$ cat src/rtl/serdesphy_tx_fifo_param.sv
// Parametrised show-ahead TX FIFO between the parallel TX interface and the serialiser.
// Optional half-width write packing is enabled by defining SERDESPHY_TXFIFO_PACK_EN.
module serdesphy_tx_fifo_param #(
  parameter int DATA_WIDTH = 8,
  parameter int DEPTH      = 8,
  parameter int ADDR_WIDTH = 3,
  parameter int AF_THRESH  = DEPTH - 2,
  parameter int AE_THRESH  = 2
) (
  input  logic                  clk,
  input  logic                  rst_n,
  input  logic                  enable,
  input  logic                  flush,
  input  logic                  wr_en,
  input  logic [DATA_WIDTH-1:0] wr_data,
  input  logic                  rd_en,
  output logic [DATA_WIDTH-1:0] rd_data,
  output logic                  rd_valid,
  output logic [ADDR_WIDTH:0]   level,
  output logic                  full,
  output logic                  empty,
  output logic                  almost_full,
  output logic                  almost_empty,
  output logic                  overflow,
  output logic                  underflow,
  input  logic                  clr_status
);

  localparam int PW   = ADDR_WIDTH + 1;
  localparam int HALF = DATA_WIDTH / 2;

  logic [DATA_WIDTH-1:0] mem [DEPTH];
  logic [PW-1:0]         wr_ptr_reg, rd_ptr_reg;
  logic                  overflow_reg, underflow_reg;

  logic                  req_wr, req_rd;
  logic                  push, pop;
  logic                  wr_err, rd_err;
  logic [DATA_WIDTH-1:0] wr_word;

  // Flags decode from the registered pointers only; the extra wrap bit separates full from empty.
  assign level        = wr_ptr_reg - rd_ptr_reg;
  assign full         = (level == PW'(DEPTH));
  assign empty        = (level == '0);
  assign almost_full  = (int'(level) >= AF_THRESH);
  assign almost_empty = (int'(level) <= AE_THRESH);

  assign rd_data  = empty ? '0 : mem[rd_ptr_reg[ADDR_WIDTH-1:0]];
  assign rd_valid = enable & rd_en & ~empty;

  // A flush overrides any same-cycle transfer, so requests are masked by it.
  assign req_wr = enable & wr_en & ~flush;
  assign req_rd = enable & rd_en & ~flush;
  assign pop    = req_rd & ~empty;
  assign rd_err = req_rd & empty;

`ifdef SERDESPHY_TXFIFO_PACK_EN
  logic            hold_valid_reg;
  logic [HALF-1:0] hold_data_reg;
  logic            commit;
  logic            unused_hi;

  assign unused_hi = ^wr_data[DATA_WIDTH-1:HALF];
  // Only the second half of a pair reaches the memory, so fullness is checked there alone.
  assign commit  = req_wr & hold_valid_reg;
  assign push    = commit & ~full;
  assign wr_err  = commit & full;
  assign wr_word = {wr_data[HALF-1:0], hold_data_reg};

  always_ff @(posedge clk or negedge rst_n) begin
    if (!rst_n) begin
      hold_valid_reg <= 1'b0;
      hold_data_reg  <= '0;
    end else if (flush) begin
      hold_valid_reg <= 1'b0;
    end else if (req_wr) begin
      hold_valid_reg <= ~hold_valid_reg;
      if (!hold_valid_reg) hold_data_reg <= wr_data[HALF-1:0];
    end
  end
`else
  assign push    = req_wr & ~full;
  assign wr_err  = req_wr & full;
  assign wr_word = wr_data;
`endif

  always_ff @(posedge clk) begin
    if (push) mem[wr_ptr_reg[ADDR_WIDTH-1:0]] <= wr_word;
  end

  always_ff @(posedge clk or negedge rst_n) begin
    if (!rst_n) begin
      wr_ptr_reg <= '0;
      rd_ptr_reg <= '0;
    end else if (flush) begin
      wr_ptr_reg <= '0;
      rd_ptr_reg <= '0;
    end else begin
      if (push) wr_ptr_reg <= wr_ptr_reg + 1'b1;
      if (pop)  rd_ptr_reg <= rd_ptr_reg + 1'b1;
    end
  end

  // A new error in the same cycle as clr_status keeps the flag set.
  always_ff @(posedge clk or negedge rst_n) begin
    if (!rst_n) begin
      overflow_reg  <= 1'b0;
      underflow_reg <= 1'b0;
    end else begin
      overflow_reg  <= wr_err | (overflow_reg & ~clr_status);
      underflow_reg <= rd_err | (underflow_reg & ~clr_status);
    end
  end

  assign overflow  = overflow_reg;
  assign underflow = underflow_reg;

endmodule

$ cat config.mk
export PLATFORM = sky130hd
export DESIGN_NAME = serdesphy_tx_fifo_param
export DESIGN_NICKNAME = d
export VERILOG_FILES = /design/src/rtl/serdesphy_tx_fifo_param.sv
export SDC_FILE = /design/constraint.sdc
export NUM_CORES = 1
export LEC_CHECK = 0
export CORE_UTILIZATION = 50
export DETAILED_ROUTE_END_ITERATION = 7
export PLACE_DENSITY = 0.77
export SETUP_SLACK_MARGIN = 0.15
export SLEW_MARGIN = 20
export SYNTH_ARGS = -nofsm -noshare
export SYNTH_HDL_FRONTEND = slang
export SYNTH_SLANG_ARGS = --single-unit
$ cat constraint.sdc
create_clock -name clk -period 4.7 [get_ports clk]
set_input_delay 0.705 -clock clk [delete_from_list [all_inputs] [get_ports clk]]
set_output_delay 0.705 -clock clk [all_outputs]
set_load 0.005 [all_outputs]
==> results of run 1 <==
-- final timing paths --
| path | startpoint | end | slack (ns) | cells after the start |
|---|---|---|---|---|
| worst min register to register | underflow | underflow | 0.51 | 1 |
| worst min-delay path | underflow | underflow | 0.51 | 1 |
| max in group asynchronous | rst_n | rd_ptr_reg[0] | 3.65 | 1 |
| min in group asynchronous | rst_n | wr_ptr_reg[1] | 0.70 | 1 |
| worst max-delay path | rd_ptr_reg[2] | rd_valid | 0.86 | 6 |
| worst max register to register | rd_ptr_reg[2] | mem[7][6] | 1.49 | 8 |
-- critical path, delay by kind of cell, from the launching register on --
kind | cells | cell delay (ns)
buffers and inverters | 2 | 0.84
adder cells (fa/ha/maj) | 1 | 0.37
flip-flops | 1 | 0.51
AO/OA/AOI/OAI | 1 | 0.49
AND/OR/NAND/NOR | 2 | 0.59
-- cell families after synthesis --
| family | synth area share [%] |
|---|---|
| multiplexers | 12.83 |
| buffers and inverters | 2.758 |
| adder cells (fa/ha/maj) | 2.638 |
| flip-flops | 69.38 |
| AND/OR/NAND/NOR | 7.195 |
| AO/OA/AOI/OAI | 4.357 |
| XOR/XNOR | 0.8395 |
-- layer usage --
metal	vias to the layer above	GRT usage (%)	share of wire (%)	wire [um]
met3	8	3.483	7.6	443
met4	0	8.036	1.4	82
met5	-	0	0	0
met1	865	27.45	43	2491
li1	833	-	-	-
met2	51	30.84	48	2830
-- power breakdown --
group          switching [mW]  internal [mW]  leakage, nW
sequential            0.00700          0.727        0.714
clock                   0.224          0.298        0.105
combinational           0.174          0.227        0.526
-- Yosys cell counts, types with 3 or more instances --
library cell and instances:
o21ai_0 3, ha_1 5, buf_2 3, a21oi_1 10, edfxtp_1 64, mux2i_1 3
nand3_1 3, inv_1 11, dfrtp_1 10, clkbuf_1 6, nand2_1 21, nor2_1 6
nor4_1 7, mux4_2 16
-- stage by stage --
step	hold slack, ns	std cells	setup WS (ns)	util [%]
global route	0.5352	315	0.6667	63.45
finish	0.5066	315	0.8617	63.45
detailed placement	0.4983	299	1.248	59.84
CTS	0.5143	315	0.8652	63.45
floorplan	0.4094	192	1.147	-
global placement	0.4893	299	1.312	59.84
-- cell type report --
| type | instances | area (sq um) | area share, % |
|---|---|---|---|
| Multi-Input combinational cell | 96 | 872.1 | 22.94 |
| Clock inverter | 7 | 92.59 | 2.436 |
| Sequential cell | 74 | 2172 | 57.14 |
| Clock buffer | 9 | 123.9 | 3.259 |
| Tap cell | 75 | 93.84 | 2.469 |
| Timing Repair Buffer | 43 | 405.4 | 10.66 |
| Inverter | 11 | 41.29 | 1.086 |
==> qor.txt, run 1 <==
Worst-path cell chain: inv_1, ha_1, and3b_1, or3_4, a31oi_1, clkdlybuf4s50_1
Largest net degree at the start of global routing: 22
Post-route cell area: 3801 sq um
Vias in the first global route: 1724
Yosys reg bits: 74
RSZ-0062 raised after global routing: no
DR vias/cell: 5.578
Root buffer cell: clkbuf_8
Largest area contributor in the netlist: edfxtp_1
# setup viols final: 0
Required @ worst endpoint: 3.99 ns
HPWL after DPL: 3.924 mm
Number of max-cap violations: 0
Slew HR: 43.03%
First-pass GRT wire length: 8.949 mm
Hold Crit Class: register to register
Setup CP Type: register to output pin
Die footprint: 6581 sq um
Critical Path AT: 3.13 ns
Die Wd: 81.13 um
Overall routing resource usage: 19.73%
Period minus WS final: 3.838 ns
Layout cells sized above 1: 17.92%
Routed length per instance: 18.57 um
Max FFs per register: 64
CTS resizes: 0
CP Max Fanout: 11
# hold bufs at CTS: 0
DRC: 0
Asr flop ratio synth: 13.51%
Htree depth: 3
Routed WL: 5.848 mm
Synth Net Count: 213
Synth top area cells: edfxtp_1 61%, mux4_2 12%, dfrtp_1 8.0%
Area share of the largest cell type after synthesis: 61.39%
Pwr Total: 1.658 mW
YS warnings: 0
Area Overhead vs Synth: 21.42%
Commonest non-fill, non-tap cell in the layout: edfxtp_1
Drt pass-1 iters: 4
N_diodes: 0
CTS tree: yes
Vias: 1757
Iter 0 DRT Violations: 141
Routability cong.: 0.8047
Remaining global-route overflow: 0
Cell Pwr Density: 436.1 nW/um^2
Dpl cell area: 3585 sq um
Max stage delay on crit path: 0.60 ns
# rows: 28
Crit path launch type: register
Initial core utilization: 52.26%
Leakage: 1.345 nW
Post-layout nets: 256
Status: finished clean
Max-slew violation count: 0
Clock Pin Slew Worst Setup and Hold Paths: 0.07 ns
Core area: 5991 sq um
CTS sink count: 74
Post-Syn Area: 3131 sq um
Setup Skew: 0.009220 ns
CTS Buf Count: 9
Synth unique cells: 34
Worst-case clock buffer depth: 2
Number of synthesized flops with an enable pin: 64
Main flop type after synthesis: edfxtp_1
Initial antenna violation count: 0
Final antenna-violating net count: 0
Final hold violations: 0
Final TNS setup: 0 ns
Worst slew pin tran: 0.8515 ns
Fmax: 0.2605 GHz
Port Buffers: 33
Clk Latency, worst-skew pair: 0.34 ns
Cells after Synth: 192
Crit-path slowest cell: clkdlybuf4s50_1
Most frequent cells in the layout: 64 x edfxtp_1, 33 x clkdlybuf4s50_1, 21 x nand2_1, 16 x mux4_2, 11 x inv_1
Final period utilization: 81.67%
I/O pin count: 34
Sequential share of the synthesized area: 69.38%
Post-CTS Setup Inserts: 0
Fill cells: 423
Max VDD drop: 202.7 uV
Avg Cell Area, Syn: 16.30 sq um
CP Capture Type: output pin
Die Y: 81.13 um
No activity file was read; power rests on OpenSTA's default activity.
==> run 2: changes to the inputs <==
==> constraint.sdc (replaced) <==
create_clock -name clk -period 3.85 [get_ports clk]
set_input_delay 0.5775 -clock clk [delete_from_list [all_inputs] [get_ports clk]]
set_output_delay 0.5775 -clock clk [all_outputs]
set_load 0.005 [all_outputs]
==> qor.txt, run 2 (synthesized netlist as in run 1, its figures left out) <==
Initial core utilization: 52.26% (unchanged)
Die footprint: 6581 sq um (unchanged)
Worst-path cell chain: inv_1, ha_1, fa_1, xor2_1, and3_1, and3_4, a21oi_1, clkdlybuf4s50_1
Critical Path AT: 2.99 ns (-0.14 ns)
Drt pass-1 iters: 4 (unchanged)
Worst-case clock buffer depth: 2 (unchanged)
Largest net degree at the start of global routing: 20 (-9.1%)
Root buffer cell: clkbuf_8
DRC: 0 (unchanged)
Cell Pwr Density: 527.8 nW/um^2 (+21%)
Port Buffers: 33 (unchanged)
N_diodes: 0 (unchanged)
Vias: 1831 (+4.2%)
CP Capture Type: output pin
Status: finished clean
Layout cells sized above 1: 19.42% (+1.5 points)
Fill cells: 406 (-4.0%)
Htree depth: 3 (unchanged)
Setup Skew: 0.01073 ns (+0.001509 ns)
Overall routing resource usage: 20.70% (+0.97 points)
Post-CTS Setup Inserts: 0 (unchanged)
Vias in the first global route: 1792 (+3.9%)
CP Max Fanout: 12 (+1)
Max VDD drop: 284.6 uV (+40%)
Max stage delay on crit path: 0.54 ns (-0.06 ns)
R2R Path Start: rd_ptr_reg[2]
Fin util: 63.53% (+0.083 points)
Final antenna-violating net count: 0 (unchanged)
First-pass GRT wire length: 9.363 mm (+4.6%)
Die Y: 81.13 um (unchanged)
Final period utilization: 92.72%
Final TNS setup: 0 ns (unchanged)
CTS Buf Count: 9 (unchanged)
Initial antenna violation count: 0 (unchanged)
Post-layout nets: 258 (+0.78%)
# rows: 28 (unchanged)
Clock Pin Slew Worst Setup and Hold Paths: 0.08 ns (about the same)
Final hold violations: 0 (unchanged)
RSZ-0062 raised after global routing: no
# hold bufs at CTS: 0 (unchanged)
Die Wd: 81.13 um (unchanged)
Max FFs per register: 64 (unchanged)
Routed WL: 6.124 mm (+4.7%)
Worst slew pin tran: 0.9522 ns (+0.1007 ns)
Number of max-cap violations: 0 (unchanged)
HPWL after DPL: 3.994 mm (+1.8%)
I/O pin count: 34 (unchanged)
Hold path startpoint: overflow
CTS resizes: 0 (unchanged)
Fmax: 0.2801 GHz
Core area: 5991 sq um (unchanged)
# setup viols final: 0 (unchanged)
Leakage: 1.348 nW (+0.25%)
CP top delay family: buffers and inverters
Crit path launch type: register
Max-slew violation count: 0 (unchanged)
CTS tree: yes
Setup crit start: wr_ptr_reg[0]
Setup CP Type: register to output pin
Period minus WS final: 3.570 ns
Remaining global-route overflow: 0 (unchanged)
Hold Crit Class: register to register
Crit-path slowest cell: clkdlybuf4s50_1
Routed length per instance: 19.32 um (+4.1%)
Slew HR: 36.28% (-6.7 points)
CP bufs+invs: 2 (unchanged)
Required @ worst endpoint: 3.27 ns (-0.72 ns)
Routability cong.: 0.7932 (-1.4%)
Most frequent cells in the layout: 64 x edfxtp_1, 33 x clkdlybuf4s50_1, 21 x nand2_1, 16 x mux4_2, 12 x buf_4
Area Overhead vs Synth: 21.58%
Iter 0 DRT Violations: 152 (+7.8%)
Commonest non-fill, non-tap cell in the layout: edfxtp_1
DR vias/cell: 5.776 (+3.6%)
Clk Latency, worst-skew pair: 0.35 ns (about the same)
CTS sink count: 74 (unchanged)
==> run 2: cell count changes in the layout (fill, tap and decap cells not counted) <==
cell and change:
clkinvlp_4 +1, inv_8 +1, clkinv_4 -1, inv_6 +2, buf_4 +2, bufinv_16 -1, clkinv_1 -2
==> run 2: layer usage <==
layer | share of wire (%) | GRT usage [%] | vias up
li1 | - | - | 832
met1 | 45 | 29.55 | 921
met2 | 46 | 29.66 | 62
met3 | 6.7 | 4.719 | 16
met4 | 2.1 | 10.89 | 0
met5 | 0 | 0 | -
==> run 2: stage by stage <==
step / power (mW) / hold slack, ns / cell area, sq um / cells / worst slack [ns]
floorplan: 1.166 / 0.2819 / 3131 / 192 / 0.2975
global placement: 1.404 / 0.4892 / 3600 / 301 / 0.6940
detailed placement: 1.410 / 0.4941 / 3600 / 301 / 0.6979
CTS: 2.020 / 0.5168 / 3806 / 317 / 0.3004
global route: 2.094 / 0.5426 / 3806 / 317 / 0.1548
finish: 2.009 / 0.5103 / 3806 / 317 / 0.2801
==> run 2: layout make-up <==
| cell class | count | area [sq um] | area share, % |
|---|---|---|---|
| inverters | 11 | 41.29 | 1.085 |
| multi-input cells | 96 | 872.1 | 22.91 |
| flip-flops and latches | 74 | 2172 | 57.07 |
| repair buffers | 45 | 420.4 | 11.05 |
| well taps | 75 | 93.84 | 2.465 |
| clock inverters | 7 | 82.58 | 2.170 |
| clock buffers | 9 | 123.9 | 3.254 |
==> run 2: worst paths after layout <==
path                            slack (ns)          to  cells after the start
worst max-delay path                  0.28  rd_data[0]                      8
worst min-delay path                  0.51    overflow                      1
worst max register to register        0.83   mem[7][6]                      7
worst min register to register        0.51    overflow                      1
max in group asynchronous             2.92   underflow                      1
min in group asynchronous             0.57    overflow                      1
==> run 2: worst reg2reg max path, cell delays in order (launching register included) <==
cell and delay, ns:
dfrtp_1 0.55, inv_1 0.11, ha_1 0.32, and3b_1 0.19, o21ai_0 0.33, and2_1 0.22, o21ai_0 0.15, nor2_1 0.77
==> run 2: power breakdown <==
part	leakage, nW	internal [mW]	switching [mW]
Combinational	0.535	0.281	0.214
Sequential	0.714	0.887	0.0104
Clock	0.0988	0.310	0.307
Total	1.35	1.48	0.531
